$ cat src/rtl/io_seq_pkg.sv
// Shared types and constants for the io_output_sequencer codebase.
// The optional IO_SEQ_TIMEOUT_EN watchdog is configured in io_output_sequencer.sv.
package io_seq_pkg;

  localparam int DEL_W_DEF = 21;
  localparam int DUR_W_DEF = 11;

  // HSTOP/ARST form the abort path: hard-stop cycle, then clear cycle.
  typedef enum logic [3:0] {
    IDLE, CLEAR, ARM, FIRE, WAIT, GAP, DONE, HSTOP, ARST
  } state_t;

  // Low bit of line idx inside a flattened bus of width-bit fields.
  function automatic int flat_lsb(input int idx, input int width);
    return idx * width;
  endfunction

endpackage

$ cat src/rtl/io_output_sequencer_if.sv
// Host-side and line-side signal bundle for io_output_sequencer.
// The slave modport is the sequencer; master is whoever drives configuration and completes.
interface io_output_sequencer_if
  import io_seq_pkg::*;
#(
  parameter int N_LINES = 8,
  parameter int DEL_W   = DEL_W_DEF,
  parameter int DUR_W   = DUR_W_DEF,
  parameter int CNT_W   = 16,
  localparam int AW     = (N_LINES > 1) ? $clog2(N_LINES) : 1
);
  // No back-pressure anywhere: start, abort and cfg_we are single-cycle strobes
  // sampled on the clock edge; line_mark/line_go/line_rst/line_hardstop/done are
  // single-cycle strobes the receiver must take in the cycle they are high.
  logic                     cfg_we;
  logic [AW-1:0]            cfg_addr;
  logic [DEL_W-1:0]         cfg_delay;
  logic [DUR_W-1:0]         cfg_duration;
  logic [N_LINES-1:0]       cfg_enable;
  logic [CNT_W-1:0]         cfg_reps;
  logic [CNT_W-1:0]         cfg_gap;
  logic                     start;
  logic                     abort;
  logic [N_LINES-1:0]       line_complete;
  logic [N_LINES-1:0]       line_mark;
  logic [N_LINES-1:0]       line_go;
  logic                     line_rst;
  logic                     line_hardstop;
  logic [N_LINES*DEL_W-1:0] line_delay;
  logic [N_LINES*DUR_W-1:0] line_duration;
  logic                     busy;
  logic                     done;
  logic [CNT_W-1:0]         trig_count;
  logic                     err;
  state_t                   dbg_state;

  modport master (
    output cfg_we, cfg_addr, cfg_delay, cfg_duration, cfg_enable, cfg_reps, cfg_gap,
    output start, abort, line_complete,
    input  line_mark, line_go, line_rst, line_hardstop, line_delay, line_duration,
    input  busy, done, trig_count, err, dbg_state
  );

  modport slave (
    input  cfg_we, cfg_addr, cfg_delay, cfg_duration, cfg_enable, cfg_reps, cfg_gap,
    input  start, abort, line_complete,
    output line_mark, line_go, line_rst, line_hardstop, line_delay, line_duration,
    output busy, done, trig_count, err, dbg_state
  );

endinterface

$ cat src/rtl/io_seq_table.sv
// Per-line delay/duration register file, presented as flattened buses.
// Writes land on the selected entry and appear on the outputs the next cycle.
module io_seq_table
  import io_seq_pkg::*;
#(
  parameter int N_LINES = 8,
  parameter int DEL_W   = DEL_W_DEF,
  parameter int DUR_W   = DUR_W_DEF,
  localparam int AW     = (N_LINES > 1) ? $clog2(N_LINES) : 1
) (
  input  logic                     clk,
  input  logic                     rst,
  input  logic                     i_we,
  input  logic [AW-1:0]            i_addr,
  input  logic [DEL_W-1:0]         i_delay,
  input  logic [DUR_W-1:0]         i_duration,
  output logic [N_LINES*DEL_W-1:0] o_delay,
  output logic [N_LINES*DUR_W-1:0] o_duration
);

  logic [DEL_W-1:0] r_delay    [N_LINES];
  logic [DUR_W-1:0] r_duration [N_LINES];

  always_ff @(posedge clk) begin
    if (!rst) begin
      for (int i = 0; i < N_LINES; i++) begin
        r_delay[i]    <= '0;
        r_duration[i] <= '0;
      end
    end else if (i_we) begin
      for (int i = 0; i < N_LINES; i++) begin
        if (i_addr == AW'(i)) begin
          r_delay[i]    <= i_delay;
          r_duration[i] <= i_duration;
        end
      end
    end
  end

  for (genvar g = 0; g < N_LINES; g++) begin : g_flat
    assign o_delay[flat_lsb(g, DEL_W) +: DEL_W]    = r_delay[g];
    assign o_duration[flat_lsb(g, DUR_W) +: DUR_W] = r_duration[g];
  end

endmodule

$ cat src/rtl/io_output_sequencer.sv
// Sequences N output-line controllers through clear/arm/fire/wait/gap for a set number of triggers.
// Define IO_SEQ_TIMEOUT_EN to add a WAIT watchdog that flags err and takes the abort path.
module io_output_sequencer
  import io_seq_pkg::*;
#(
  parameter int N_LINES = 8,
  parameter int DEL_W   = DEL_W_DEF,
  parameter int DUR_W   = DUR_W_DEF,
  parameter int CNT_W   = 16,
  parameter int TO_W    = 24
) (
  input logic                  clk,
  input logic                  rst,
  io_output_sequencer_if.slave bus
);

  if (TO_W < 1) begin : g_to_w_chk
    $error("TO_W must be at least 1");
  end

  state_t             r_state, w_next;
  logic [N_LINES-1:0] r_enable;
  logic [CNT_W-1:0]   r_reps, r_gap, r_gap_cnt, r_trig;
  logic               r_err;
  logic [N_LINES-1:0] w_mark, w_go;
  logic               w_lrst, w_hstop, w_done, w_all_done, w_abortable, w_timeout;

  // Lines left out of the mask count as complete.
  assign w_all_done  = &(bus.line_complete | ~r_enable);
  assign w_abortable = r_state inside {CLEAR, ARM, FIRE, WAIT, GAP};

`ifdef IO_SEQ_TIMEOUT_EN
  logic [TO_W-1:0] r_wdog;

  always_ff @(posedge clk) begin
    if (!rst || r_state != WAIT) r_wdog <= '0;
    else                         r_wdog <= r_wdog + 1'b1;
  end

  assign w_timeout = (r_state == WAIT) && (&r_wdog) && !w_all_done;
`else
  assign w_timeout = 1'b0;
`endif

  always_comb begin
    w_next  = r_state;
    w_mark  = '0;
    w_go    = '0;
    w_lrst  = 1'b0;
    w_hstop = 1'b0;
    w_done  = 1'b0;
    case (r_state)
      IDLE:  if (bus.start) w_next = (bus.cfg_enable == '0) ? DONE : CLEAR;
      CLEAR: begin w_lrst = 1'b1; w_next = ARM; end
      ARM:   begin w_mark = r_enable; w_next = FIRE; end
      FIRE:  begin w_mark = r_enable; w_go = r_enable; w_next = WAIT; end
      WAIT: begin
        if (w_all_done)     w_next = GAP;
        else if (w_timeout) w_next = HSTOP;
      end
      GAP:   if (r_gap_cnt == '0) w_next = (r_trig < r_reps) ? CLEAR : DONE;
      // An empty mask reaches DONE without ever touching the lines.
      DONE:  begin w_done = 1'b1; w_lrst = |r_enable; w_next = IDLE; end
      HSTOP: begin w_hstop = 1'b1; w_next = ARST; end
      ARST:  begin w_lrst = 1'b1; w_next = IDLE; end
      default: w_next = IDLE;
    endcase
    if (bus.abort && w_abortable) w_next = HSTOP;
  end

  always_ff @(posedge clk) begin
    if (!rst) begin
      r_state   <= IDLE;
      r_enable  <= '0;
      r_reps    <= '0;
      r_gap     <= '0;
      r_gap_cnt <= '0;
      r_trig    <= '0;
      r_err     <= 1'b0;
    end else begin
      r_state <= w_next;
      if (r_state == IDLE && bus.start) begin
        r_enable <= bus.cfg_enable;
        r_reps   <= (bus.cfg_reps == '0) ? CNT_W'(1) : bus.cfg_reps;
        r_gap    <= bus.cfg_gap;
        r_trig   <= '0;
        r_err    <= (bus.cfg_enable == '0);
      end else if ((bus.cfg_we && r_state != IDLE) || w_timeout) begin
        r_err <= 1'b1;
      end
      if (r_state == WAIT && w_next == GAP) begin
        r_trig    <= (&r_trig) ? r_trig : r_trig + 1'b1;
        r_gap_cnt <= r_gap;
      end else if (r_state == GAP && r_gap_cnt != '0) begin
        r_gap_cnt <= r_gap_cnt - 1'b1;
      end
    end
  end

  io_seq_table #(
    .N_LINES (N_LINES),
    .DEL_W   (DEL_W),
    .DUR_W   (DUR_W)
  ) u_table (
    .clk        (clk),
    .rst        (rst),
    .i_we       (bus.cfg_we && r_state == IDLE),
    .i_addr     (bus.cfg_addr),
    .i_delay    (bus.cfg_delay),
    .i_duration (bus.cfg_duration),
    .o_delay    (bus.line_delay),
    .o_duration (bus.line_duration)
  );

  assign bus.line_mark     = w_mark;
  assign bus.line_go       = w_go;
  assign bus.line_rst      = w_lrst | ~rst;
  assign bus.line_hardstop = w_hstop;
  assign bus.done          = w_done;
  assign bus.busy          = (r_state != IDLE);
  assign bus.trig_count    = r_trig;
  assign bus.err           = r_err;
  assign bus.dbg_state     = r_state;

endmodule

$ cat src/flat_wrapper.sv
// flat-port wrapper written by rule: the top's interface ports become plain ports
module io_output_sequencer_flat import io_seq_pkg::*;
#(
  parameter int N_LINES = 8,
  parameter int DEL_W   = DEL_W_DEF,
  parameter int DUR_W   = DUR_W_DEF,
  parameter int CNT_W   = 16,
  parameter int TO_W    = 24
)
  (clk, rst, bus_cfg_we, bus_cfg_addr, bus_cfg_delay, bus_cfg_duration, bus_cfg_enable, bus_cfg_reps, bus_cfg_gap, bus_start, bus_abort, bus_line_complete, bus_line_mark, bus_line_go, bus_line_rst, bus_line_hardstop, bus_line_delay, bus_line_duration, bus_busy, bus_done, bus_trig_count, bus_err, bus_dbg_state);
  io_output_sequencer_if #(.N_LINES(N_LINES), .DEL_W(DEL_W), .DUR_W(DUR_W), .CNT_W(CNT_W)) bus_i ();
  input logic clk;
  input logic rst;
  input wire logic [$bits(bus_i.cfg_we)-1:0] bus_cfg_we;
  input wire logic [$bits(bus_i.cfg_addr)-1:0] bus_cfg_addr;
  input wire logic [$bits(bus_i.cfg_delay)-1:0] bus_cfg_delay;
  input wire logic [$bits(bus_i.cfg_duration)-1:0] bus_cfg_duration;
  input wire logic [$bits(bus_i.cfg_enable)-1:0] bus_cfg_enable;
  input wire logic [$bits(bus_i.cfg_reps)-1:0] bus_cfg_reps;
  input wire logic [$bits(bus_i.cfg_gap)-1:0] bus_cfg_gap;
  input wire logic [$bits(bus_i.start)-1:0] bus_start;
  input wire logic [$bits(bus_i.abort)-1:0] bus_abort;
  input wire logic [$bits(bus_i.line_complete)-1:0] bus_line_complete;
  output wire logic [$bits(bus_i.line_mark)-1:0] bus_line_mark;
  output wire logic [$bits(bus_i.line_go)-1:0] bus_line_go;
  output wire logic [$bits(bus_i.line_rst)-1:0] bus_line_rst;
  output wire logic [$bits(bus_i.line_hardstop)-1:0] bus_line_hardstop;
  output wire logic [$bits(bus_i.line_delay)-1:0] bus_line_delay;
  output wire logic [$bits(bus_i.line_duration)-1:0] bus_line_duration;
  output wire logic [$bits(bus_i.busy)-1:0] bus_busy;
  output wire logic [$bits(bus_i.done)-1:0] bus_done;
  output wire logic [$bits(bus_i.trig_count)-1:0] bus_trig_count;
  output wire logic [$bits(bus_i.err)-1:0] bus_err;
  output wire logic [$bits(bus_i.dbg_state)-1:0] bus_dbg_state;
  assign bus_i.cfg_we = bus_cfg_we;
  assign bus_i.cfg_addr = bus_cfg_addr;
  assign bus_i.cfg_delay = bus_cfg_delay;
  assign bus_i.cfg_duration = bus_cfg_duration;
  assign bus_i.cfg_enable = bus_cfg_enable;
  assign bus_i.cfg_reps = bus_cfg_reps;
  assign bus_i.cfg_gap = bus_cfg_gap;
  assign bus_i.start = bus_start;
  assign bus_i.abort = bus_abort;
  assign bus_i.line_complete = bus_line_complete;
  assign bus_line_mark = bus_i.line_mark;
  assign bus_line_go = bus_i.line_go;
  assign bus_line_rst = bus_i.line_rst;
  assign bus_line_hardstop = bus_i.line_hardstop;
  assign bus_line_delay = bus_i.line_delay;
  assign bus_line_duration = bus_i.line_duration;
  assign bus_busy = bus_i.busy;
  assign bus_done = bus_i.done;
  assign bus_trig_count = bus_i.trig_count;
  assign bus_err = bus_i.err;
  assign bus_dbg_state = bus_i.dbg_state;
  io_output_sequencer #(.N_LINES(N_LINES), .DEL_W(DEL_W), .DUR_W(DUR_W), .CNT_W(CNT_W), .TO_W(TO_W)) u_core (.clk(clk), .rst(rst), .bus(bus_i));
endmodule
$ cat config.mk
export PLATFORM = sky130hd
export DESIGN_NAME = io_output_sequencer_flat
export DESIGN_NICKNAME = d
export VERILOG_FILES = /design/src/rtl/io_seq_pkg.sv /design/src/rtl/io_output_sequencer_if.sv /design/src/rtl/io_seq_table.sv /design/src/rtl/io_output_sequencer.sv /design/src/flat_wrapper.sv
export SDC_FILE = /design/constraint.sdc
export NUM_CORES = 1
export LEC_CHECK = 0
export ABC_AREA = 1
export CAP_MARGIN = 25
export CORE_MARGIN = 2
export CORE_UTILIZATION = 51
export CTS_CLUSTER_DIAMETER = 120
export CTS_CLUSTER_SIZE = 10
export DETAILED_ROUTE_END_ITERATION = 8
export HOLD_SLACK_MARGIN = 0.08
export PLACE_DENSITY = 0.85
export SYNTH_ARGS = -nofsm -noshare
export SYNTH_HDL_FRONTEND = slang
export SYNTH_SLANG_ARGS = --single-unit
$ cat constraint.sdc
create_clock -name clk -period 6.35 [get_ports clk]
set_input_delay 1.27 -clock clk [delete_from_list [all_inputs] [get_ports clk]]
set_output_delay 1.27 -clock clk [all_outputs]
set_load 0.005 [all_outputs]
# Word level (Yosys, flattened, before mapping)
# Memories as Yosys holds them, arrays and structs flattened.
# Cells that the tools add are included.
dict set report totals {
  register_bits 77
  mem_count 2
  wordCells 141
  mem_bits_rw 256
  output_inout_bits 297
  inputBits 88
}
dict set report classes {
  eq_ne 17
  n_mux 69
  bitwise 20
  add_sub_neg 2
  reduce_logical 23
  order_cmp 1
}
# memory words width rd rd_clocked_by_memory_dff write_ports line_no
set mem_list {}
lappend mem_list {u_core.u_table.r_delay 8 21 8 0 8 io_seq_table.sv:21} ;# logic [DEL_W-1:0] r_delay [N_LINES];
lappend mem_list {u_core.u_table.r_duration 8 11 8 0 8 io_seq_table.sv:22} ;# logic [DUR_W-1:0] r_duration [N_LINES];
# op count
set ops {}
lappend ops {{$mux 21} 8}
lappend ops {{$mux 16} 6}
lappend ops {{$mux 11} 8}
lappend ops {{$mux 1} 37}
lappend ops {{$logic_not 16->1} 2}
lappend ops {{$pmux 4 s7} 1}
lappend ops {{$eq 4x3->1 const B} 5}
lappend ops {{$or 1x1->1} 17}
lappend ops {{$add 16x1->16 const B} 1}
lappend ops {{$lt 16x16->1} 1}
lappend ops {{$mux 4} 4}
lappend ops {{$mux 8} 2}
lappend ops {{$reduce_and 16->1} 1}
lappend ops {{$reduce_bool 16->1} 1}
lappend ops {{$sub 16x1->16 const B} 1}
lappend ops {{$eq 3x3->1 const B} 4}
lappend ops {{$eq 4x2->1 const B} 2}
lappend ops {{$logic_not 8->1} 1}
lappend ops {{$not 8->8} 1}
lappend ops {{$or 8x8->8} 1}
lappend ops {{$reduce_and 8->1} 1}
lappend ops {{$reduce_or 8->1} 1}
lappend ops {{$eq 3x2->1 const B} 2}
lappend ops {{$logic_and 1x1->1} 6}
lappend ops {{other kinds (14)} 18}

# Logic depth before layout (Yosys ltp)
# Gate-level depths: netlist (run 1).
dict set report logic_depth {
  ltp_word 10
  depth_mapped 17
  ltp_nobuf 17
}

# By module
# Synthesis (run 1) repeated with hierarchy kept, for this count alone.
dict set report unflattened {
  hier_cells 1168
  hier_area_um2 13156.4
}
# module seq_area_each_um2 n_inst cells_per_inst area_each_um2
set modules_own_cells {}
lappend modules_own_cells {io_seq_table 7687.4 1 560 8908.5}
lappend modules_own_cells {io_output_sequencer 1541.5 1 608 4247.8}

# Worst setup path before layout (run 1)
# No wires, ideal clock.
dict set report synth_path {
  path_type {in2reg}
  from {input port bus_cfg_we}
  to {memory u_core.u_table.r_delay[1][63] (netlist bit) (enable)}
  path_buffers 0
  setup_slack_ps 1997
  path_stages 4
  t_arrival_ps 3883
  required_ps 5880
  setup_ps 470
  path_cell_list {inv_1 -> nor2_1 -> nand2_1 -> o31ai_1}
}
# item line_no
set synth_lines {}
lappend synth_lines {{start: declaration} flat_wrapper.sv:14} ;# input wire logic [$bits(bus_i.cfg_we)-1:0] bus_cfg_we;
lappend synth_lines {{end: declaration} io_seq_table.sv:21}

==> results.tsv, run 1 <==
metric	value	unit
Crit Path Max Fanout	33	
Synth cell types	40	
drt pass-1 iters	5	
CTS root buffer	clkbuf_16	
Crit. End Element	flop	
Power, Total	6.208	mW
CTS tree	yes	
kind of critical path	in -> reg	
number of post-CTS setup repair buffers	0	
ANT cells	0	
Yosys top cell by area	edfxtp_1	
Mapped Cells	1165	
reg2reg setup slack	2.91	ns
row count	58	
RSZ-0062 raised after global routing	false	
Hold Vio Cnt, Final	0	
R2R cell count	7	
initial antenna violation count	3	
hpwl dp	26790	um
Max-Slew Margin vs Limit	31.66	%
H-tree Lvls	2	
Nets	1662	
via density per instance	5.384	
status	complete, no violations	
Final setup viols	0	
Worst-path clk slew	0.05	ns
Max-Cap Viols	0	
DR WL/cell	20.43	um
number of port buffers	384	
Gates resized, CTS repair	0	
Clk Latency, worst-skew pair	0.52	ns
syn_nets	1270	
WHS Endpoint	u_core.r_gap[11]	
clock sink count	333	
clock tree buffer depth	3	
ys async rst share	0	%
Placer Congestion	0.8562	
Post-Syn Area per Cell	11.22	um^2
fmax	256.7	MHz
Starting DRT DRC Count	997	
most frequent cells after synthesis	nor2_1, edfxtp_1, nand2_1	
hold path start	u_core.r_gap[11]	
synthesis-stage register bit count	333	
first-pass GRT wire length	56520	um
area taken by multi-input logic gates	3254	um^2
Slew Limit Fails	0	
Initial Utilization	51.93	%
synthesis-to-layout area growth	40.08	%
top_reg_cell synth	edfxtp_1	
dominant cells by area after synthesis	edfxtp_1, dfxtp_1, nor2_1	
Hold Crit Depth	2	
Post-synth EDFFs	256	
Die Y	164.1	um
Ports	385	
CP Launch Type	primary input	
vias in the first global route	10040	
Leakage	7.022	nW
post-synthesis sequential area ratio	70.58	%
CP Data Required Time	6.49	ns
final period utilization	61.35	%
setup_tns	0	ns
pin count of the biggest net entering global routing	90	
r2r startpoint	u_core.bus.dbg_state[2]	
fin crit period	3.896	ns
worst hold-check path type	reg -> reg	
Min Hold Slack	0.4623	ns
Yosys top cell area share	58.79	%
reg2reg end	u_core.u_table.r_duration[0][40]	
All-Layer GR Usage	28.01	%
top-count cell post-synth	nor2_1	
Routed WL	38770	um
Die ar.	26940	um^2
Congestion Overflow GR	0	
core region area	25180	um^2
CP Data Arrival Time	4.03	ns
die width	164.1	um
Peak VDD IR	0.0002797	V
worst slew pin tran	1.022	ns
Clock Skew	0.01581	ns
FF+latch area	9229	um^2
vias	10220	
Post-CTS Hold Fix Bufs	0	
Fillers	1664	
antenna viol nets, final	0	
final core utilization	72.74	%
share of cells above drive strength 1	5.548	%
cts bufs inserted	39	
Post-Syn Area	13080	um^2
yosys warns	0	
Pwr Density	338.9	nW/um^2
number of remaining DRC errors	0	
-- routing by layer --
| metal | share of wire (%) | wire, um | track usage (%) |
|---|---|---|---|
| met5 | 0.098 | 38 | 0 |
| met4 | 5.1 | 1990 | 15.55 |
| met3 | 9.0 | 3489 | 5.960 |
| met2 | 51 | 19690 | 48.78 |
| met1 | 35 | 13560 | 32.13 |
-- stage by stage --
step                worst slack [ns]  std cells  instance area, um^2
floorplan                      1.997       1165                13080
global placement               2.114       1846                17250
detailed placement             1.976       1846                17250
CTS                            2.496       1898                18320
global route                   2.302       1898                18320
finish                         2.454       1898                18320
-- power breakdown --
group / leakage, nW / switching, mW / internal [mW]
combinational: 3.23 / 0.895 / 0.626
sequential: 3.27 / 0.143 / 2.61
clock: 0.520 / 0.799 / 1.13
-- how the worst max path moves through the flow --
stage / startpoint / end / slack (ns) / cells past startpoint
6_report: bus_cfg_we / u_core.u_table.r_duration[0][40] / 2.45 / 5
5_1_grt: bus_cfg_we / u_core.u_table.r_duration[0][40] / 2.30 / 5
4_1_cts: bus_cfg_we / u_core.u_table.r_duration[0][40] / 2.50 / 5
3_5_place_dp: bus_cfg_we / u_core.u_table.r_delay[0][77] / 1.98 / 5
3_3_place_gp: bus_cfg_we / u_core.u_table.r_duration[0][34] / 2.11 / 5
2_1_floorplan: bus_cfg_we / u_core.u_table.r_delay[1][63] / 2.00 / 4
-- cell families (layout without fill, tap and decap cells) --
family,after synthesis,after routing,share of synthesized area (%)
XOR/XNOR,18,18,1.206
AO/OA/AOI/OAI,132,132,5.655
AND/OR/NAND/NOR,507,507,16.20
adder cells (fa/ha/maj),17,17,1.627
buffers and inverters,158,561,4.736
flip-flops,333,333,70.58
-- registers in the layout, summed over array words and instances (netlist names) --
register                   count
u_core.u_table.r_delay       168
u_core.u_table.r_duration     88
u_core.bus.trig_count         16
u_core.r_gap                  16
u_core.r_gap_cnt              16
u_core.r_reps                 16
u_core.r_enable                8
u_core.bus.dbg_state           4
u_core.bus.err                 1
-- cells in the final DEF (no fill, tap or decap), types with 17 or more instances in the layout --
cell type,count
dfxtp_1,77
nor2_1,271
ha_1,17
a21oi_1,71
nand2_1,144
clkdlybuf4s50_1,383
inv_1,109
clkbuf_16,40
edfxtp_1,256
o21ai_0,30
nand3_1,38
-- worst max-delay path: stages --
cell and delay, ns:
clkdlybuf4s50_1 0.55, inv_1 0.08, nor3_1 0.47, nand3_2 0.73, nand2_2 0.92
-- cell type report --
cell class,instances,share of cell area [%]
multi-input cells,674,17.77
clock inverters,3,0.1844
well taps,330,2.254
repair buffers,396,21.45
clock buffers,49,5.649
inverters,113,2.316
flip-flops and latches,333,50.38
No activity file was read; power rests on OpenSTA's default activity.
==> run 2, diff against run 1 <==
--- a/config.mk
+++ b/config.mk
@@ -8,12 +8,12 @@
 export ABC_AREA = 1
 export CAP_MARGIN = 25
 export CORE_MARGIN = 2
-export CORE_UTILIZATION = 51
+export CORE_UTILIZATION = 43
 export CTS_CLUSTER_DIAMETER = 120
 export CTS_CLUSTER_SIZE = 10
 export DETAILED_ROUTE_END_ITERATION = 8
 export HOLD_SLACK_MARGIN = 0.08
-export PLACE_DENSITY = 0.85
+export PLACE_DENSITY = 0.77
 export SYNTH_ARGS = -nofsm -noshare
 export SYNTH_HDL_FRONTEND = slang
 export SYNTH_SLANG_ARGS = --single-unit
==> constraint.sdc (replaced) <==
create_clock -name clk -period 3.4 [get_ports clk]
set_input_delay 0.68 -clock clk [delete_from_list [all_inputs] [get_ports clk]]
set_output_delay 0.68 -clock clk [all_outputs]
set_load 0.005 [all_outputs]
==> results.tsv, run 2 (same netlist as run 1, synthesis figures left out) <==
metric	value	unit
status	complete, no violations	
number of remaining DRC errors	0	
number of post-CTS setup repair buffers	0	
Setup WS post-layout	0.3643	ns
reg2reg setup slack	0.55	ns
pre-CTS WS	0.4959	ns
Max-Cap Viols	0	
Max-Slew Margin vs Limit	42.32	%
setup_tns	0	ns
worst slew pin tran	0.8652	ns
core region area	29800	um^2
Placed Instances	1915	
drt pass-1 iters	5	
max reg flops	168	
pin count of the biggest net entering global routing	89	
R2R cell count	14	
Hold Crit Depth	2	
share of cells above drive strength 1	6.151	%
vias in the first global route	9888	
hpwl dp	26870	um
Leakage	7.070	nW
Die ar.	31820	um^2
Clock Skew	0.01197	ns
Placer Congestion	0.8603	
biggest regs	u_core.u_table.r_delay x168, u_core.u_table.r_duration x88	
Crit Path Max Fanout	7	
RSZ-0062 raised after global routing	false	
fin crit period	3.036	ns
Ports	385	
Pwr Density	630.5	nW/um^2
Routed WL	39230	um
initial antenna violation count	5	
Biggest register	u_core.u_table.r_delay	
CP Data Arrival Time	2.36	ns
kind of critical path	reg -> out	
final period utilization	89.29	%
Crit. End Element	output port	
via density per instance	5.160	
Congestion Overflow GR	0	
Initial Utilization	43.89	%
fmax	329.4	MHz
Worst-path clk slew	0.06	ns
Nets	1671	
cts bufs inserted	39	
CP Data Required Time	2.72	ns
Clk Latency, worst-skew pair	0.51	ns
commonest non-fill, non-tap cells in the layout	clkdlybuf4s50_1, nor2_1, edfxtp_1, nand2_1, inv_1	
All-Layer GR Usage	23.98	%
vias	10160	
CP Launch Type	flop	
Starting DRT DRC Count	825	
worst hold-check path type	reg -> reg	
Placed Instance Area	17410	um^2
Fillers	2344	
commonest non-fill, non-tap cell in the layout	clkdlybuf4s50_1	
clock tree buffer depth	3	
Post-CTS Hold Fix Bufs	0	
final core utilization	62.02	%
H-tree Lvls	2	
fin area	18480	um^2
row count	63	
CTS root buffer	clkbuf_16	
number of port buffers	384	
first-pass GRT wire length	57150	um
Peak VDD IR	0.0003587	V
Final setup viols	0	
Die Y	178.4	um
Hold Vio Cnt, Final	0	
synthesis-to-layout area growth	41.33	%
antenna viol nets, final	0	
Gates resized, CTS repair	0	
die width	178.4	um
Non-Filler Instances	1969	
Slew Limit Fails	0	
CTS tree	yes	
clock sink count	333	
DR WL/cell	19.92	um
run 2: worst paths after layout:
| kind | endpoint | start |
|---|---|---|
| worst max-delay path | bus_line_rst | u_core.bus.dbg_state[1] |
| worst min-delay path | u_core.r_gap[11] | u_core.r_gap[11] |
| worst max register to register | u_core.bus.trig_count[7] | u_core.r_gap_cnt[0] |
| worst min register to register | u_core.r_gap[11] | u_core.r_gap[11] |
run 2: critical path: stages, from the launching register on:
cell and delay [ns]:
dfxtp_1 0.52, inv_2 0.11, nor3_1 0.39, o21ai_0 0.21
nand4_1 0.11, clkdlybuf4s50_1 0.51
run 2: area by class of cell:
class	instances	area, um^2	area share (%)
diodes	2	5.005	0.02708
repair buffers	405	4009	21.69
multi-input cells	674	3257	17.62
flip-flops and latches	333	9229	49.94
clock inverters	3	33.78	0.1828
inverters	113	424.2	2.295
well taps	390	488.0	2.640
clock buffers	49	1035	5.599
run 2: power breakdown:
part	total [mW]	switching [mW]	internal (mW)
sequential	5.14	0.268	4.87
clock	3.63	1.51	2.12
combinational	2.88	1.70	1.18
run 2: metal layers:
layer,part of all wire (%),GRT usage [%],routed length [um]
met4,3.0,7.690,1189
met5,0.097,0,38
met1,38,28.26,14850
met3,8.7,5.882,3414
met2,50,42.92,19740
run 2: metrics by stage:
| step | hold slack, ns | power (mW) |
|---|---|---|
| 2_1_floorplan | 0.4298 | 6.808 |
| 3_3_place_gp | 0.4504 | 7.982 |
| 3_5_place_dp | 0.4525 | 8.076 |
| 4_1_cts | 0.4675 | 11.71 |
| 5_1_grt | 0.4868 | 12.24 |
| 6_report | 0.4666 | 11.65 |
